[src/rtl/vga_pkg.sv]
// Shared raster constants and pixel type for the 640x480 @ 60 Hz VGA timing generator.
package vga_pkg;

  localparam int DEF_H_ACTIVE = 640;
  localparam int DEF_H_FP     = 16;
  localparam int DEF_H_SYNC   = 96;
  localparam int DEF_H_BP     = 48;
  localparam int DEF_V_ACTIVE = 480;
  localparam int DEF_V_FP     = 10;
  localparam int DEF_V_SYNC   = 2;
  localparam int DEF_V_BP     = 33;

  localparam int H_TOTAL = DEF_H_ACTIVE + DEF_H_FP + DEF_H_SYNC + DEF_H_BP;
  localparam int V_TOTAL = DEF_V_ACTIVE + DEF_V_FP + DEF_V_SYNC + DEF_V_BP;

  typedef logic [11:0] rgb444_t;

endpackage

[src/rtl/sync_delay.sv]
// Fixed-depth shift register with a configurable reset level; depth 0 is a plain wire.
module sync_delay #(
  parameter int   DEPTH   = 1,
  parameter logic RST_VAL = 1'b0
) (
  input  logic clk,
  input  logic rst_n,
  input  logic d,
  output logic q
);

  generate
    if (DEPTH == 0) begin : g_wire
      assign q = d;
    end else begin : g_chain
      logic [DEPTH-1:0] sr;

      always_ff @(posedge clk or negedge rst_n) begin
        if (!rst_n) begin
          sr <= {DEPTH{RST_VAL}};
        end else begin
          sr[0] <= d;
          for (int i = 1; i < DEPTH; i++) begin
            sr[i] <= sr[i-1];
          end
        end
      end

      assign q = sr[DEPTH-1];
    end
  endgenerate

endmodule

[src/rtl/vga_scan_gen.sv]
// VGA raster timing generator: scan counters, strobes and delayed sync/blank outputs.
// Optional blanking of pixel_out outside active video is enabled by defining VGA_BLANK_RGB_EN.
module vga_scan_gen
  import vga_pkg::*;
#(
  parameter int   H_ACTIVE = DEF_H_ACTIVE,
  parameter int   H_FP     = DEF_H_FP,
  parameter int   H_SYNC   = DEF_H_SYNC,
  parameter int   H_BP     = DEF_H_BP,
  parameter int   V_ACTIVE = DEF_V_ACTIVE,
  parameter int   V_FP     = DEF_V_FP,
  parameter int   V_SYNC   = DEF_V_SYNC,
  parameter int   V_BP     = DEF_V_BP,
  parameter int   PIPE_DLY = 1,
  parameter logic SYNC_POL = 1'b0
) (
  input  logic       clk_25MHz,
  input  logic       rst_n,
  output logic [9:0] h_cnt,
  output logic [9:0] v_cnt,
  output logic       valid,
  output logic       valid_d,
  output logic       line_start,
  output logic       frame_start,
  output logic [7:0] frame_cnt,
  output logic       hsync,
  output logic       vsync,
  input  rgb444_t    pixel_in,
  output rgb444_t    pixel_out
);

  localparam int LINE_LEN    = H_ACTIVE + H_FP + H_SYNC + H_BP;
  localparam int FRAME_LINES = V_ACTIVE + V_FP + V_SYNC + V_BP;

  localparam logic [9:0] H_LAST   = 10'(LINE_LEN - 1);
  localparam logic [9:0] V_LAST   = 10'(FRAME_LINES - 1);
  localparam logic [9:0] H_ACT    = 10'(H_ACTIVE);
  localparam logic [9:0] V_ACT    = 10'(V_ACTIVE);
  localparam logic [9:0] HS_START = 10'(H_ACTIVE + H_FP);
  localparam logic [9:0] HS_END   = 10'(H_ACTIVE + H_FP + H_SYNC);
  localparam logic [9:0] VS_START = 10'(V_ACTIVE + V_FP);
  localparam logic [9:0] VS_END   = 10'(V_ACTIVE + V_FP + V_SYNC);

  logic running;
  logic hs_raw;
  logic vs_raw;

  // running holds the counters for exactly one edge after reset release.
  always_ff @(posedge clk_25MHz or negedge rst_n) begin
    if (!rst_n) begin
      running   <= 1'b0;
      h_cnt     <= '0;
      v_cnt     <= '0;
      frame_cnt <= '0;
    end else begin
      running <= 1'b1;
      if (running) begin
        if (h_cnt == H_LAST) begin
          h_cnt <= '0;
          if (v_cnt == V_LAST) begin
            v_cnt     <= '0;
            frame_cnt <= frame_cnt + 8'd1;
          end else begin
            v_cnt <= v_cnt + 10'd1;
          end
        end else begin
          h_cnt <= h_cnt + 10'd1;
        end
      end
    end
  end

  assign valid       = running && (h_cnt < H_ACT) && (v_cnt < V_ACT);
  assign line_start  = running && (h_cnt == '0);
  assign frame_start = line_start && (v_cnt == '0);

  assign hs_raw = ((h_cnt >= HS_START) && (h_cnt < HS_END)) ? SYNC_POL : ~SYNC_POL;
  assign vs_raw = ((v_cnt >= VS_START) && (v_cnt < VS_END)) ? SYNC_POL : ~SYNC_POL;

  sync_delay #(.DEPTH(PIPE_DLY), .RST_VAL(~SYNC_POL)) u_hs_dly (
    .clk   (clk_25MHz),
    .rst_n (rst_n),
    .d     (hs_raw),
    .q     (hsync)
  );

  sync_delay #(.DEPTH(PIPE_DLY), .RST_VAL(~SYNC_POL)) u_vs_dly (
    .clk   (clk_25MHz),
    .rst_n (rst_n),
    .d     (vs_raw),
    .q     (vsync)
  );

  sync_delay #(.DEPTH(PIPE_DLY), .RST_VAL(1'b0)) u_valid_dly (
    .clk   (clk_25MHz),
    .rst_n (rst_n),
    .d     (valid),
    .q     (valid_d)
  );

`ifdef VGA_BLANK_RGB_EN
  assign pixel_out = valid_d ? pixel_in : rgb444_t'(12'h000);
`else
  assign pixel_out = pixel_in;
`endif

endmodule

[config.mk]
export PLATFORM = sky130hd
export DESIGN_NAME = vga_scan_gen
export DESIGN_NICKNAME = d
export VERILOG_FILES = /design/src/rtl/vga_pkg.sv /design/src/rtl/sync_delay.sv /design/src/rtl/vga_scan_gen.sv
export SDC_FILE = /design/constraint.sdc
export NUM_CORES = 1
export LEC_CHECK = 0
export BUFFER_PORTS_ARGS = -buffer_cell sky130_fd_sc_hd__buf_2
export CAP_MARGIN = 25
export CELL_PAD_IN_SITES_DETAIL_PLACEMENT = 1
export CELL_PAD_IN_SITES_GLOBAL_PLACEMENT = 1
export CORE_UTILIZATION = 37
export CTS_CLUSTER_DIAMETER = 50
export DETAILED_ROUTE_END_ITERATION = 6
export GPL_ROUTABILITY_DRIVEN = 0
export PLACE_DENSITY_LB_ADDON = 0.1
export REMOVE_ABC_BUFFERS = 1
export SLEW_MARGIN = 20
export SYNTH_ARGS = -nofsm -noshare
export SYNTH_HDL_FRONTEND = slang
export SYNTH_HIERARCHICAL = 1
export SYNTH_SLANG_ARGS = --single-unit
[constraint.sdc]
create_clock -name clk_25MHz -period 2.3 [get_ports clk_25MHz]
set_input_delay 0 -clock clk_25MHz [delete_from_list [all_inputs] [get_ports clk_25MHz]]
set_output_delay 0 -clock clk_25MHz [all_outputs]
set_load 0.05 [all_outputs]
==> out/results.txt, run 1 <==
Status: finished, final reports clean
Synthesized instance count: 166
Tmin final: 2.04 ns
Max Cap Viol: 0
Ranking of synthesized cells by area: dfrtp_1 45%, xor2_1 6.3%, buf_4 5.8%
# IOs: 60
Setup ws final: 0.263 ns
Avg Vias per Cell: 5.39
Grt ovf: 0
Clock skew: 0.00573 ns
# diodes: 0
Post-CTS setup buffer count: 0
Hold Crit Class: input pin to primary output
Worst Path Arrival: 2.25 ns
DP Area: 1840 um^2
Area delta synth->final: 16.3%
Layout cell share with drive strength beyond 1: 0.266
YS warnings: 6
WS Path Type: register to register
CP dominant cell by count: buf_4
Critical path's largest stage delay: 0.46 ns
Num rows: 24
TritonCTS buffer count: 5
Post-synth top area share: 0.447
Vias in the first global route: 1,359
Worst EP required: 2.52 ns
Relative slew slack: 0.521
Hold wc startpoint: pixel_in[0]
Multi-input logic area: 728 um^2
Max Clk Rate: 491 MHz
Die area: 4810 um^2
Drt drc: 0
Fin Hold WS: 0.000383 ns
Seq/Total Area, Yosys: 0.478
RSZ-0062 raised after global routing: false
Startpoint Class: register
Critical R2R Launch: h_cnt[6]
Placed cells: 242
Asr flop ratio synth: 1.00
Layout Cells excl Fill: 251
Leading area contributor after synthesis: dfrtp_1
Pin count of the biggest net entering global routing: 33
Fin nets: 217
Crit Path Max Fanout: 11
Final Util: 0.449
Fill count: 515
DRT iter0 DRCs: 96
CTS root buffer: clkbuf_8
Cell Chain, Critical Path: nor4b_1, buf_4, nand3_1, buf_4, nor4_1, xor2_1
Dpl hpwl: 3050 um
Yosys reg bits: 32
Critical path endpoint category: register
Seq. cell area: 803 um^2
Most frequent cell after synthesis: dfrtp_1
Synth Area per Inst: 10.1 um^2
Ys flop type: dfrtp_1
Pre-CTS setup slack: 0.287 ns
Lkg Pwr: 0.969 nW
Remaining antenna violation count: 0
Total GRT Usage: 0.191
IO buf count: 35
Final period utilization: 0.885
CTS Buffer Depth: 2
Final setup vio count: 0
Post-synth top cells: 30 x dfrtp_1, 18 x nand3_1, 13 x buf_4
Distinct cells, synth: 34
Core area: 4350 um^2
Initial Util: 0.386
H-tree depth: 2
P per Cell Area: 802 nW/um^2
Initial antenna violation count: 0
IR drop worst, VDD: 0.560 mV
Hold Vio Cnt, Final: 0
Synthesized area: 1680 um^2
Vias after detailed routing: 1,353
Die X: 69.4 um
First-pass DRT Iterations: 4
Worst Tran Pin Value: 0.718 ns
Drt total wl: 4090 um
Clock Pin Slew Worst Setup and Hold Paths: 0.06 ns
DR WL/cell: 16.3 um
Post-synth EDFFs: 0
Skew-Pair Late Insertion Delay: 0.29 ns
First-pass GRT wire length: 7200 um
CTS tree: built
Die Span Y: 69.4 um
Beginning of the critical path: h_cnt[6]
CTS Sinks: 32
CP max-delay cell: dfrtp_1
Slew Viols, Final: 0
Fin area: 1950 um^2
area by class of cell:
type	instances	share of cell area
Timing Repair Buffer	42	0.118
Sequential cell	32	0.411
Tap cell	52	0.0333
Inverter	7	0.0135
Clock buffer	8	0.0512
Multi-Input combinational cell	110	0.373
registers in the layout (all words and copies together), names as in the netlist:
register and cells:
v_cnt 10, frame_cnt 8, running 1, h_cnt 10, u_valid_dly/q 1, u_hs_dly/q 1, u_vs_dly/q 1
what timing repair did:
item	4_1_cts	5_1_grt
hold buffers	1	0
resized for setup	0	0
hold endpoints to repair	30	0
metal layers:
layer | routed length [um] | GRT usage
met1 | 1930 | 0.255
met2 | 1870 | 0.279
met3 | 211 | 0.0640
met4 | 76 | 0.0884
met5 | 0 | 0
stage by stage:
| stage | total power, mW | setup TNS [ns] |
|---|---|---|
| floorplan | 0.972 | -0.0121 |
| global placement | 1.09 | 0 |
| detailed placement | 1.10 | 0 |
| CTS | 1.59 | 0 |
| global route | 1.64 | 0 |
| finish | 1.57 | 0 |
logic make-up (layout without fill, tap and decap cells):
family                     after synthesis  after routing  synth area share
AOI/OAI and AO/OA                       13             13            0.0395
DFF                                     32             32             0.478
muxes                                    2              2            0.0127
other                                    1              1           0.00223
adders and majority gates                5              5            0.0373
buffers and inverters                   24             57            0.0879
xor gates and xnor gates                19             19            0.0991
and+or+nand+nor                         70             70             0.243
power breakdown:
| part | total [mW] | switching, mW | internal, mW |
|---|---|---|---|
| Clock | 0.475 | 0.203 | 0.273 |
| Combinational | 0.405 | 0.286 | 0.119 |
| Sequential | 0.686 | 0.0790 | 0.607 |
| Total | 1.57 | 0.568 | 0.999 |
critical path, delay by kind of cell (launching register included):
| family | cells | cell delay [ns] |
|---|---|---|
| xor gates and xnor gates | 1 | 0.18 |
| buffers and inverters | 2 | 0.39 |
| DFF | 1 | 0.46 |
| and+or+nand+nor | 3 | 0.94 |
cell usage in the layout, fill, tap and decap left out:
cell type      netlist  routed
mux2i_1              1       1
buf_4               13       6
or4b_4               1       1
a21oi_1              3       3
nand4_1              6       6
xor2_1              12      12
conb_1               1       1
nand2_1              8       8
clkbuf_8             0       7
nor2b_1              1       1
buf_2                1      35
or4_4                1       1
o21ai_0              9       9
clkbuf_1             1       1
nor3_1               6       6
or2_0                1       1
and4_1               3       3
xnor2_1              7       7
o22ai_1              1       1
nor4_1               6       6
inv_1                7       7
and2_1               2       2
and3_1               4       4
or3_1                1       1
ha_1                 5       5
nand3_1             18      18
nor4b_1              2       2
and4b_1              2       2
mux2_2               1       1
dfrtp_1             30      30
or4_1                2       2
dlygate4sd3_1        0       1
dfstp_2              2       2
nor2_1               6       6
path summary, 6_finish.rpt:
check                               end  slack [ns]  depth (start not counted)
setup / recovery           frame_cnt[7]        0.26                          6
hold / removal             pixel_out[0]      0.0004                          0
setup reg to reg           frame_cnt[7]        0.26                          6
hold reg to reg            frame_cnt[7]        0.46                          1
max in group asynchronous      v_cnt[6]        1.54                          2
min in group asynchronous  frame_cnt[5]        0.29                          2
No activity file was read; power rests on OpenSTA's default activity.
==> run 2: changes to the inputs <==
--- a/config.mk
+++ b/config.mk
@@ -5,14 +5,15 @@
 export SDC_FILE = /design/constraint.sdc
 export NUM_CORES = 1
 export LEC_CHECK = 0
-export BUFFER_PORTS_ARGS = -buffer_cell sky130_fd_sc_hd__buf_2
 export CAP_MARGIN = 25
 export CELL_PAD_IN_SITES_DETAIL_PLACEMENT = 1
 export CELL_PAD_IN_SITES_GLOBAL_PLACEMENT = 1
-export CORE_UTILIZATION = 37
+export CORE_UTILIZATION = 42
 export CTS_CLUSTER_DIAMETER = 50
 export DETAILED_ROUTE_END_ITERATION = 6
+export DONT_BUFFER_PORTS = 1
 export GPL_ROUTABILITY_DRIVEN = 0
+export HOLD_SLACK_MARGIN = 0.06
 export PLACE_DENSITY_LB_ADDON = 0.1
 export REMOVE_ABC_BUFFERS = 1
 export SLEW_MARGIN = 20
==> constraint.sdc (replaced) <==
create_clock -name clk_25MHz -period 1.8 [get_ports clk_25MHz]
set_input_delay 0 -clock clk_25MHz [delete_from_list [all_inputs] [get_ports clk_25MHz]]
set_output_delay 0 -clock clk_25MHz [all_outputs]
set_load 0.05 [all_outputs]
==> out/results.txt, run 2 (synthesis gave the netlist of run 1 again) <==
Most common cell after layout, fill and taps aside: buf_4
Seq pwr share: 0.372 (-0.066)
DRT iter0 DRCs: 80 (-17%)
CTS tree: built
Max Cap Viol: 0 (unchanged)
Layout cell share with drive strength beyond 1: 0.384 (+0.118)
Sw power: 0.862 mW (+52%)
TritonCTS buffer count: 5 (unchanged)
Net Sw Frac: 0.381 (+0.0186)
Tot Pwr: 2.26 mW (+44%)
Share of power burned in combinational logic: 0.370 (+0.111)
Num rows: 22 (-8.3%)
Lkg Pwr: 1.19 nW (+22%)
Core area: 3740 um^2 (-14%)
Crit Path Max Fanout: 4 (-7)
Die Span Y: 65.2 um (-6.0%)
Critical path endpoint category: register
Relative slew slack: 0.633 (+0.112)
Dpl hpwl: 3420 um (+12%)
Fill count: 412 (-20%)
Slew Viols, Final: 0 (unchanged)
Max Clk Rate: 518 MHz (+5.6%)
Vias in the first global route: 1,654 (+22%)
Top Registers: h_cnt (10), v_cnt (10), frame_cnt (8)
Pint: 1.40 mW (+40%)
Vias after detailed routing: 1,519 (+12%)
WS Path Type: register to register
Skew-Pair Late Insertion Delay: 0.29 ns (about the same)
First-pass DRT Iterations: 4 (unchanged)
Pin count of the biggest net entering global routing: 33 (unchanged)
Clock power share: 0.259 (-0.044)
RSZ-0062 raised after global routing: true
Avg Vias per Cell: 5.56 (+3.2%)
Hold Crit Class: input pin to async pin
Hold Vio Cnt, Final: 0 (unchanged)
IO buf count: 0 (-100%)
Startpoint Class: register
CTS Sinks: 32 (unchanged)
Fin Hold WS: 0.162 ns (+0.162 ns)
Worst Tran Pin Value: 0.548 ns (-0.170 ns)
Critical path's largest stage delay: 0.56 ns (+0.10 ns)
P per Cell Area: 925 nW/um^2 (+15%)
Failing checks: setup timing
Die area: 4250 um^2 (-12%)
# IOs: 60 (unchanged)
Setup ws final: -0.129 ns (-0.392 ns)
First-pass GRT wire length: 8390 um (+17%)
Grt ovf: 0 (unchanged)
Fin nets: 242 (+12%)
DR WL/cell: 21.6 um (+32%)
Worst Path Arrival: 2.13 ns (-0.12 ns)
DP Area: 1980 um^2 (+7.6%)
CTS Buffer Depth: 2 (unchanged)
Remaining antenna violation count: 0 (unchanged)
CTS root buffer: clkbuf_8
Die X: 65.2 um (-6.0%)
Drt total wl: 5900 um (+44%)
Total GRT Usage: 0.266 (+0.0751)
Initial antenna violation count: 1 (+1)
Clock skew: 0.00387 ns (-0.00186 ns)
Final TNS setup: -0.378 ns (-0.378 ns)
Final setup vio count: 6 (+6)
Fin area: 2450 um^2 (+25%)
Final period utilization: 1.07 (+0.186)
Area delta synth->final: 45.8%
IR drop worst, VDD: 0.676 mV (+21%)
Drt drc: 0 (unchanged)
H-tree depth: 2 (unchanged)
Commonest cells after routing, fill and taps aside: 45 x buf_4, 29 x dfrtp_1, 14 x nand3_1, 13 x dlygate4sd3_1, 12 x xor2_1
Initial Util: 0.449 (+0.0629)
Tmin final: 1.93 ns (-0.108 ns)
Cell Chain, Critical Path: or4b_4, or4_4, or2_0, mux2i_1
Clock Pin Slew Worst Setup and Hold Paths: 0.07 ns (about the same)
Status: finished with violations
CP max-delay cell: or4b_4
Worst EP required: 2.00 ns (-0.52 ns)
run 2: critical path: cells and delay by family (launching register included):
kind / cells / cell delay (ns)
flip-flops: 1 / 0.41
multiplexers: 1 / 0.17
AND/OR/NAND/NOR: 3 / 1.25
run 2: area by class of cell:
cell class	instances	area, um^2	share of cell area
Antenna cell	1	2.50	0.00102
Inverter	7	26.3	0.0107
Tap cell	48	60.1	0.0245
Timing Repair Buffer	67	599	0.245
Multi-Input combinational cell	110	865	0.353
Sequential cell	32	805	0.329
Clock buffer	8	90.1	0.0368
run 2: final timing paths:
kind,start,to,slack (ns),depth (start not counted)
max in group asynchronous,rst_n,u_vs_dly/q,1.40,2
min reg2reg,frame_cnt[4],frame_cnt[4],0.55,1
min,rst_n,v_cnt[9],0.16,2
min in group clk_25MHz,frame_cnt[4],frame_cnt[4],0.55,1
max reg2reg,h_cnt[7],v_cnt[9],-0.13,4
max,h_cnt[7],v_cnt[9],-0.13,4
run 2: through the flow:
step,utilization,worst slack [ns],cells
CTS,0.598,-0.0414,267
floorplan,-,-0.512,149
detailed placement,0.530,-0.115,244
finish,0.654,-0.129,273
global route,0.654,-0.175,273
global placement,0.530,-0.0884,244
run 2: what timing repair did:
action	CTS	global route
hold endpoints to repair	44	0
hold buffers	14	0
resized for setup	1	36
endpoints found under the setup margin	9	16
setup buffers	1	5
pin swaps	1	7
run 2: routing by layer:
layer,vias to the layer above,track usage,wire length (um)
met5,-,0,0
met1,771,0.308,2270
li1,691,-,-
met4,0,0.0679,95
met3,11,0.0747,280
met2,46,0.478,3260
run 2: power groups by stage:
stage	Clock [mW]	Combinational (mW)	Sequential [mW]
6_report	0.586	0.836	0.841
4_1_cts	0.579	0.760	0.831
3_5_place_dp	0	0.658	0.844
3_3_place_gp	0	0.638	0.839
5_1_grt	0.628	0.882	0.846
2_1_floorplan	0	0.181	1.06
